**src/rtl/cnn_pkg.sv**
```systemverilog
// Shared definitions for the CNN streaming blocks: pixel type, width helper,
// and the flat index of a window element.
package cnn_pkg;

  localparam int unsigned PIXEL_W = 8;

  typedef logic [PIXEL_W-1:0] pixel_t;

  // Bits needed to address v entries; never less than one.
  function automatic int unsigned clog2w(input int unsigned v);
    int unsigned w;
    w = 1;
    while ((1 << w) < v) w++;
    return w;
  endfunction

  // Row-major element number of (r,c) in a k x k window.
  function automatic int unsigned win_idx(input int unsigned r, input int unsigned c,
                                          input int unsigned k);
    return r * k + c;
  endfunction

endpackage

```
**src/rtl/line_ram.sv**
```systemverilog
// One row of pixel history: combinational read of the old value and write of the
// new value at the same address on a single clock edge.
module line_ram
  import cnn_pkg::*;
#(
  parameter int unsigned COLS      = 32,
  parameter int unsigned BIT_WIDTH = PIXEL_W,
  localparam int unsigned AW       = clog2w(COLS)
) (
  input  logic                 clk,
  input  logic                 we,
  input  logic [AW-1:0]        addr,
  input  logic [BIT_WIDTH-1:0] wdata,
  output logic [BIT_WIDTH-1:0] rdata
);

  logic [BIT_WIDTH-1:0] mem [COLS];

  assign rdata = mem[addr];

  always_ff @(posedge clk) begin
    if (we) mem[addr] <= wdata;
  end

endmodule

```
**src/rtl/conv_window_buffer.sv**
```systemverilog
// Streaming KxK sliding-window generator: K-1 chained line memories feed the
// rightmost column of a window register that shifts left on every accepted pixel.
module conv_window_buffer
  import cnn_pkg::*;
#(
  parameter int unsigned COLS      = 32,
  parameter int unsigned ROWS      = 32,
  parameter int unsigned K         = 5,
  parameter int unsigned BIT_WIDTH = PIXEL_W,
  localparam int unsigned CW       = clog2w(COLS),
  localparam int unsigned RW       = clog2w(ROWS)
) (
  input  logic                     clk,
  input  logic                     rst,
  input  logic                     clear,
  input  logic                     in_valid,
  output logic                     in_ready,
  input  logic [BIT_WIDTH-1:0]     in_pixel,
  output logic                     win_valid,
  input  logic                     win_ready,
  output logic [K*K*BIT_WIDTH-1:0] win_data,
  output logic [RW-1:0]            win_row,
  output logic [CW-1:0]            win_col,
  output logic                     frame_done
);

  logic [CW-1:0]        col_cnt;
  logic [RW-1:0]        row_cnt;
  logic                 accept, take;
  logic                 row_ok, col_ok, last_col, last_row;
  logic [BIT_WIDTH-1:0] line_rd [K-1];
  logic [BIT_WIDTH-1:0] line_wr [K-1];
  logic [BIT_WIDTH-1:0] new_col [K];
  logic [BIT_WIDTH-1:0] win_q   [K][K];

  assign in_ready = ~win_valid | win_ready;
  assign accept   = in_valid & in_ready;
  // clear drops a simultaneous pixel entirely
  assign take     = accept & ~clear;

  assign row_ok   = row_cnt >= RW'(K - 1);
  assign col_ok   = col_cnt >= CW'(K - 1);
  assign last_col = col_cnt == CW'(COLS - 1);
  assign last_row = row_cnt == RW'(ROWS - 1);

  // Line 0 holds the oldest row; each line inherits the value of the line below it.
  for (genvar j = 0; j < K - 1; j++) begin : g_line
    if (j == K - 2) begin : g_newest
      assign line_wr[j] = in_pixel;
    end else begin : g_chain
      assign line_wr[j] = line_rd[j+1];
    end
    line_ram #(
      .COLS      (COLS),
      .BIT_WIDTH (BIT_WIDTH)
    ) u_line (
      .clk   (clk),
      .we    (take),
      .addr  (col_cnt),
      .wdata (line_wr[j]),
      .rdata (line_rd[j])
    );
  end

  always_comb begin
    for (int r = 0; r < K - 1; r++) new_col[r] = line_rd[r];
    new_col[K-1] = in_pixel;
  end

  always_ff @(posedge clk or posedge rst) begin
    if (rst) begin
      col_cnt <= '0;
      row_cnt <= '0;
    end else if (clear) begin
      col_cnt <= '0;
      row_cnt <= '0;
    end else if (accept) begin
      if (last_col) begin
        col_cnt <= '0;
        row_cnt <= last_row ? '0 : row_cnt + RW'(1);
      end else begin
        col_cnt <= col_cnt + CW'(1);
      end
    end
  end

  always_ff @(posedge clk or posedge rst) begin
    if (rst) begin
      for (int r = 0; r < K; r++)
        for (int c = 0; c < K; c++) win_q[r][c] <= '0;
    end else if (take) begin
      for (int r = 0; r < K; r++) begin
        for (int c = 0; c < K - 1; c++) win_q[r][c] <= win_q[r][c+1];
        win_q[r][K-1] <= new_col[r];
      end
    end
  end

  always_ff @(posedge clk or posedge rst) begin
    if (rst) begin
      win_valid  <= 1'b0;
      win_row    <= '0;
      win_col    <= '0;
      frame_done <= 1'b0;
    end else begin
      frame_done <= take & last_col & last_row;
      if (clear) begin
        win_valid <= 1'b0;
      end else if (accept) begin
        win_valid <= row_ok & col_ok;
        if (row_ok & col_ok) begin
          win_row <= row_cnt - RW'(K - 1);
          win_col <= col_cnt - CW'(K - 1);
        end
      end else if (win_ready) begin
        win_valid <= 1'b0;
      end
    end
  end

  always_comb begin
    win_data = '0;
    for (int r = 0; r < K; r++)
      for (int c = 0; c < K; c++)
        win_data[win_idx(r, c, K)*BIT_WIDTH +: BIT_WIDTH] = win_q[r][c];
  end

endmodule

```
**config.mk**
```make
export PLATFORM = sky130hd
export DESIGN_NAME = conv_window_buffer
export DESIGN_NICKNAME = d
export VERILOG_FILES = /design/src/rtl/cnn_pkg.sv /design/src/rtl/line_ram.sv /design/src/rtl/conv_window_buffer.sv
export SDC_FILE = /design/constraint.sdc
export NUM_CORES = 1
export LEC_CHECK = 0
export ABC_AREA = 1
export BUFFER_PORTS_ARGS = -buffer_cell sky130_fd_sc_hd__buf_2
export CORE_MARGIN = 2
export CORE_UTILIZATION = 56
export DETAILED_ROUTE_END_ITERATION = 16
export PLACE_DENSITY = 0.76
export RECOVER_POWER = 25
export REMOVE_ABC_BUFFERS = 1
export SYNTH_ARGS = -nofsm -noshare
export SYNTH_HDL_FRONTEND = slang
export SYNTH_HIERARCHICAL = 1
export SYNTH_SLANG_ARGS = --single-unit
```
**constraint.sdc**
```tcl
create_clock -name clk -period 8.6 [get_ports clk]
set_input_delay 2.15 -clock clk [delete_from_list [all_inputs] [get_ports clk]]
set_output_delay 2.15 -clock clk [all_outputs]
set_load 0.01 [all_outputs]
```
==> flow_metrics.tcl, run 1 <==
set metrics [dict create \
    outcome "finished with violations" \
    violations "max-capacitance violations, max-slew violations" \
    worstReg2RegEnd "g_line[3].u_line/mem[3][1]" \
    vias_per_cell 5.25 \
    place_congestion 0.862 \
    synth.area.mux_share_pct 0 \
    dpl.hpwl_um 67700 \
    crit_fanout 50 \
    slew_viol_final 705 \
    final_hold_viol_count 0 \
    synthFlopType "edfxtp_1" \
    cts_buffers 119 \
    synth_compound_area_share_pct 0.0961 \
    fin_skew_ns 0.0396 \
    synth_xor_area_share_pct 0.0336 \
    ant_nets 0 \
    die_w_um 309 \
    rrSetupSlack_ns 3.38 \
    row_count 111 \
    final-setup-viol-count 0 \
    start_util_pct 56.6 \
    vias 35200 \
    first_iter_violations 4023 \
    synth_edf_count 1024 \
    place_area_um2 53700 \
    grt_pass1_wl_um 183000 \
    rsz0062_at_grt "false" \
    synth_top_family_by_area "simple AND/OR/NAND/NOR gates" \
    ys_seq_area_share_pct 69.7 \
    ir_drop_mv 0.187 \
    fin_util_pct 62.6 \
    r2r-start "win_valid" \
    clkTransAtPathRegs_ns 0.06 \
    final_cells 6702 \
    grt_use_total_pct 24.6 \
    numPortBuffers 225 \
    core_region_area_um2 91900 \
    endpoint_kind "flop" \
    avgSynthCellArea_um2 9.99 \
    dieArea_um2 95400 \
    holdBufCountCts 0 \
    routedWlPerCell_um 17.6 \
    dp.cells 6480 \
    final_layout_size_suffix_gt1_share_pct 6.91 \
    min_period_ns 6.24 \
    syn_area_um2 52100 \
    powerDensity_nw_per_um2 247 \
    antenna_found_initial 1 \
    dr.pass1.iters 6 \
    reg2reg_depth 6 \
    finish.net_count 5383 \
    routed_wl_um 118000 \
    io_pins 226 \
    fin_area_um2 57600 \
    power.leakage_nw 25.1 \
    yosysUniqueCellTypes 19 \
    netlist_instances 5210 \
    fin_crit_sh_pct 72.6 \
    clockBufferDepth 3 \
    htreeDepth 3 \
    max-slew-margin-rel_pct -168 \
    synthSimpleGateAreaFrac_pct 26.7 \
    clock-sinks 1246 \
    maxCapViolations 15 \
    post_cts_buffers 0 \
    root_buffer "clkbuf_16" \
    regArea_um2 36300 \
    arrival_ns 6.56 \
    yosys_warnings 6 \
    cts_resized 0 \
    area_growth_pct 10.6 \
    crit_path_start_kind "input port" \
    multi_input_area_um2 14200 \
    hp-class "reg2reg" \
    clk-insertion-delay-late_ns 0.70 \
    crit_end "g_line[3].u_line/mem[3][1]" \
    layout_commonest_cell "nand2_1" \
    fmax_mhz 160 \
    synth-async-reset-ratio_pct 17.8 \
    pre_cts_ws_ns 3.49 \
    crit_type "in2reg" \
    cts_tree "done" \
    setup_ws_ns 2.36 \
    grt_max_degree 203 \
    cp.required_ns 8.92 \
    antennaDiodeCount 0 \
    die_height_um 309 \
    ys_ff_latch 1246 \
    fillCellCount 7268 \
    grt_overflow_total 0 \
    layout_common_cells "nand2_1, edfxtp_1, dfrtp_1" \
    setup.worst_path.start "win_ready" \
    tightest_slew_ns 3.99 \
    synth_adder_area_share_pct 0.288 \
    drc 0 \
    first_global_vias 34100 \
]
==> flip-flops by register name, indices dropped and copies added, names as in the netlist <==
name,cells
col_cnt,5
frame_done,1
g_line.u_line/mem,1024
row_cnt,5
win_col,5
win_data,200
win_row,5
win_valid,1
==> routing by layer <==
metal / up-vias / track usage (%) / part of all wire (%)
li1: 16900 / - / -
met1: 16600 / 34.0 / 41
met2: 1455 / 40.2 / 47
met3: 226 / 4.23 / 8.5
met4: 0 / 8.00 / 2.9
met5: - / 0 / 0
==> worst max-delay path, stage by stage <==
cell	delay [ns]
buf_2	0.08
inv_1	0.03
nand2_1	0.24
nand2_1	0.19
nor2_4	0.22
clkbuf_1	1.68
nand3_1	1.05
nor2_1	0.88
==> Yosys cell counts (12+ instances only) <==
library cell | n | area [um^2]
buf_2 | 118 | 591
buf_4 | 65 | 488
buf_6 | 14 | 158
clkbuf_1 | 32 | 120
dfrtp_1 | 222 | 5560
edfxtp_1 | 1024 | 30700
ha_1 | 12 | 150
inv_1 | 37 | 139
inv_2 | 36 | 135
nand2_1 | 3375 | 12700
nand3_1 | 23 | 115
nor2_1 | 201 | 754
nor3_2 | 32 | 320
==> power by group <==
part | switching (mW) | total [mW] | internal [mW]
logic | 1.26 | 1.66 | 0.392
registers | 0.164 | 7.13 | 6.96
clock network | 2.21 | 5.43 | 3.22
total | 3.64 | 14.2 | 10.6
==> worst min-delay path by stage <==
stage | start | endpoint | cells after the start | slack [ns]
6_report | win_data[122] | win_data[122] | 2 | 0.47
2_1_floorplan | win_data[0] | win_data[0] | 2 | 0.51
5_1_grt | win_data[121] | win_data[121] | 2 | 0.49
3_3_place_gp | win_data[120] | win_data[120] | 2 | 0.45
3_5_place_dp | win_data[126] | win_data[126] | 2 | 0.45
4_1_cts | win_data[126] | win_data[126] | 2 | 0.47
==> kinds of logic (layout without fill, tap and decap cells) <==
group                    Yosys count  in the layout
AO/OA/AOI/OAI                     10             10
XOR/XNOR                           2              2
adder cells (fa/ha/maj)           12             12
buffers and inverters            302            551
flip-flops                      1246           1246
AND/OR/NAND/NOR                 3638           3638
==> layout make-up <==
cell class / instances / share of cell area [%]
Sequential cell: 1246 / 63.1
Multi-Input combinational cell: 3662 / 24.6
Timing Repair Buffer: 256 / 2.03
Clock inverter: 78 / 1.61
Clock buffer: 144 / 5.52
Tap cell: 1243 / 2.70
Inverter: 73 / 0.487
==> through the flow <==
step	hold WS, ns	total power [mW]	TNS (ns)
3_3_place_gp	0.448	8.89	0
2_1_floorplan	0.509	8.32	-7790.79
5_1_grt	0.487	14.7	0
3_5_place_dp	0.453	8.92	0
4_1_cts	0.467	14.3	0
6_report	0.466	14.2	0
(Power assumes the default switching activity.)
==> run 2, diff against run 1 <==
ABC_AREA = 0   (was 1)
CORE_UTILIZATION = 55   (was 56)
PLACE_DENSITY = 0.75   (was 0.76)
clock period = 5.5 ns   (was 8.6 ns; I/O delays follow)
==> run 2 against run 1 <==
Compared with the run above: the flow still finishes with violations (max-capacitance violations, max-slew violations); cell area down 4.0%; via count down 24%; combinational power up 32%.
==> flow_metrics.tcl, run 2 <==
set metrics [dict create \
    outcome "finished with violations" \
    violations "max-capacitance violations, max-slew violations" \
    hp-class "reg2reg" \
    crit_path_max_incr_delay_ns 1.63 \
    layout_commonest_cell "edfxtp_1" \
    endpoint_kind "flop" \
    post_cts_buffers 0 \
    row_count 109 \
    fin_util_pct 62.7 \
    clockPowerShare_pct 39.2 \
    final-setup-viol-count 0 \
    min_period_ns 4.35 \
    finish.net_count 3081 \
    switching_power_mw 5.23 \
    crit_path_start_kind "input port" \
    root_buffer "clkbuf_16" \
    antenna_found_initial 4 \
    hold_ws_ns 0.493 \
    synth-async-reset-ratio_pct 17.8 \
    htreeDepth 3 \
    power.leakage_nw 18.1 \
    synthTopCellsByArea "edfxtp_1, dfrtp_1, mux2i_1" \
    antennaDiodeCount 0 \
    crit_slowest_cell "clkbuf_4" \
    cts_tree "done" \
    powerDensity_nw_per_um2 405 \
    numPortBuffers 225 \
    syn_area_um2 48800 \
    switching_share_pct 23.4 \
    fmax_mhz 230 \
    crit_chain "buf_2, nor2b_1, inv_4, nand3_1, clkbuf_4, mux2_2" \
    slew_viol_final 488 \
    io_pins 226 \
    dp.cells 4101 \
    cp.required_ns 6.04 \
    dieArea_um2 91200 \
    vias 26800 \
    first_iter_violations 2802 \
    vias_per_cell 6.20 \
    grt_pass1_wl_um 163000 \
    arrival_ns 4.89 \
    yosys_warnings 6 \
    ant_nets 0 \
    ir_drop_mv 0.322 \
    pwr-share-seq_pct 51.0 \
    grt_max_degree 161 \
    final_hold_viol_count 0 \
    crit_type "in2reg" \
    die_w_um 302 \
    avgSynthCellArea_um2 17.4 \
    final_layout_size_suffix_gt1_share_pct 17.7 \
    fin_skew_ns 0.0555 \
    dpl.hpwl_um 66900 \
    first_global_vias 26800 \
    fillCellCount 6137 \
    ys_seq_area_share_pct 74.4 \
    top_register "g_line.u_line/mem" \
    tightest_slew_ns 2.72 \
    power.internal_mw 17.1 \
    final_cells 4327 \
    setup.worst_path.start "win_ready" \
    cts_buffers 118 \
    maxCapViolations 8 \
    routed_wl_um 108000 \
    yosysUniqueCellTypes 50 \
    fin_total_pwr_mw 22.4 \
    cts_resized 0 \
    setup_tns_ns 0 \
    drc 0 \
    fin_crit_sh_pct 79.0 \
    holdBufCountCts 0 \
    grt_overflow_total 0 \
    start_util_pct 55.4 \
    combPwrFrac_pct 9.8 \
    clock-sinks 1246 \
    hold_start "win_data[123]" \
    synth_top_area_share_pct 63.0 \
    clkTransAtPathRegs_ns 0.06 \
    core_region_area_um2 88100 \
    grt_use_total_pct 23.5 \
    yosys.area.top_type "edfxtp_1" \
    ys_ff_latch 1246 \
    synthFlopType "edfxtp_1" \
    place_congestion 0.902 \
    r2r-start "col_cnt[1]" \
    synth_edf_count 1024 \
    rsz0062_at_grt "false" \
    area_growth_pct 13.2 \
    max-slew-margin-rel_pct -81.2 \
    routedWlPerCell_um 24.9 \
    crit_fanout 160 \
    netlist_instances 2808 \
    layout_common_cells "edfxtp_1, mux2i_1, o22ai_1" \
    netlist_top_cells_count "edfxtp_1, mux2i_1, o22ai_1, dfrtp_1, mux2_2" \
    largest_register_ffs 1024 \
    synth_most_common_cell "edfxtp_1" \
    dr.pass1.iters 5 \
    die_height_um 302 \
    clk-insertion-delay-late_ns 0.71 \
    clockBufferDepth 3 \
]
run 2: cell count changes in the layout (fill, tap and decap cells not counted), sizes merged, moves of 20 or more:
cell,before,now
nand4bb,0,20
o22ai,0,256
nor4,0,68
buf,98,147
inv,71,17
nor2,203,118
nand2,3377,40
mux2,0,207
mux2i,0,514
run 2: power groups by stage:
stage,clock [mW],combinational (mW),sequential [mW]
after floorplan,0,1.34,11.8
after global routing,9.26,2.34,11.5
after detailed placement,0,2.29,11.6
final,8.77,2.19,11.4
after global placement,0,2.23,11.5
after CTS,8.88,2.30,11.4
run 2: kinds of logic after synthesis:
kind of cell	count (synthesis)	share of synthesized area, %
simple gates	364	4.40
buf+inv	182	1.88
xor+xnor	2	0.0359
mux	721	15.3
fa+ha+maj	12	0.308
flops	1246	74.4
compound gates	281	3.69
run 2: through the flow:
stage / area, um^2 / setup slack (ns)
floorplan: 48000 / -14.90
global placement: 51200 / 1.19
detailed placement: 51200 / 1.10
CTS: 55500 / 1.34
global route: 55300 / 1.01
finish: 55300 / 1.15
run 2: final timing paths:
kind | to | slack (ns) | cells after the start
min | win_data[123] | 0.49 | 1
min reg2reg | win_data[123] | 0.49 | 1
max | win_data[96] | 1.15 | 6
max reg2reg | win_data[72] | 1.28 | 9
min in group asynchronous | win_data[131] | 1.50 | 2
max in group asynchronous | col_cnt[3] | 2.29 | 2
run 2: layer usage:
metal	vias up	track usage [%]	routed length, um
li1	11700	-	-
met1	13500	31.8	42200
met2	1401	38.6	52500
met3	243	4.77	10000
met4	0	7.43	3220
met5	-	0	0
run 2: area by class of cell:
type                       count  area [um^2]  area share (%)
timing repair buffer         294         1540            2.78
multi-input combinational   1380        11600            20.9
tap                         1165         1460            2.64
clock buffer                 142         3210            5.81
inverter                      16         67.6           0.122
clock inverter                84         1100            1.99
sequential                  1246        36300            65.7
run 2: worst max-delay path: cells and delay by family:
kind	cells	cell delay (ns)
buf+inv	3	1.88
mux	1	0.46
simple gates	2	0.95
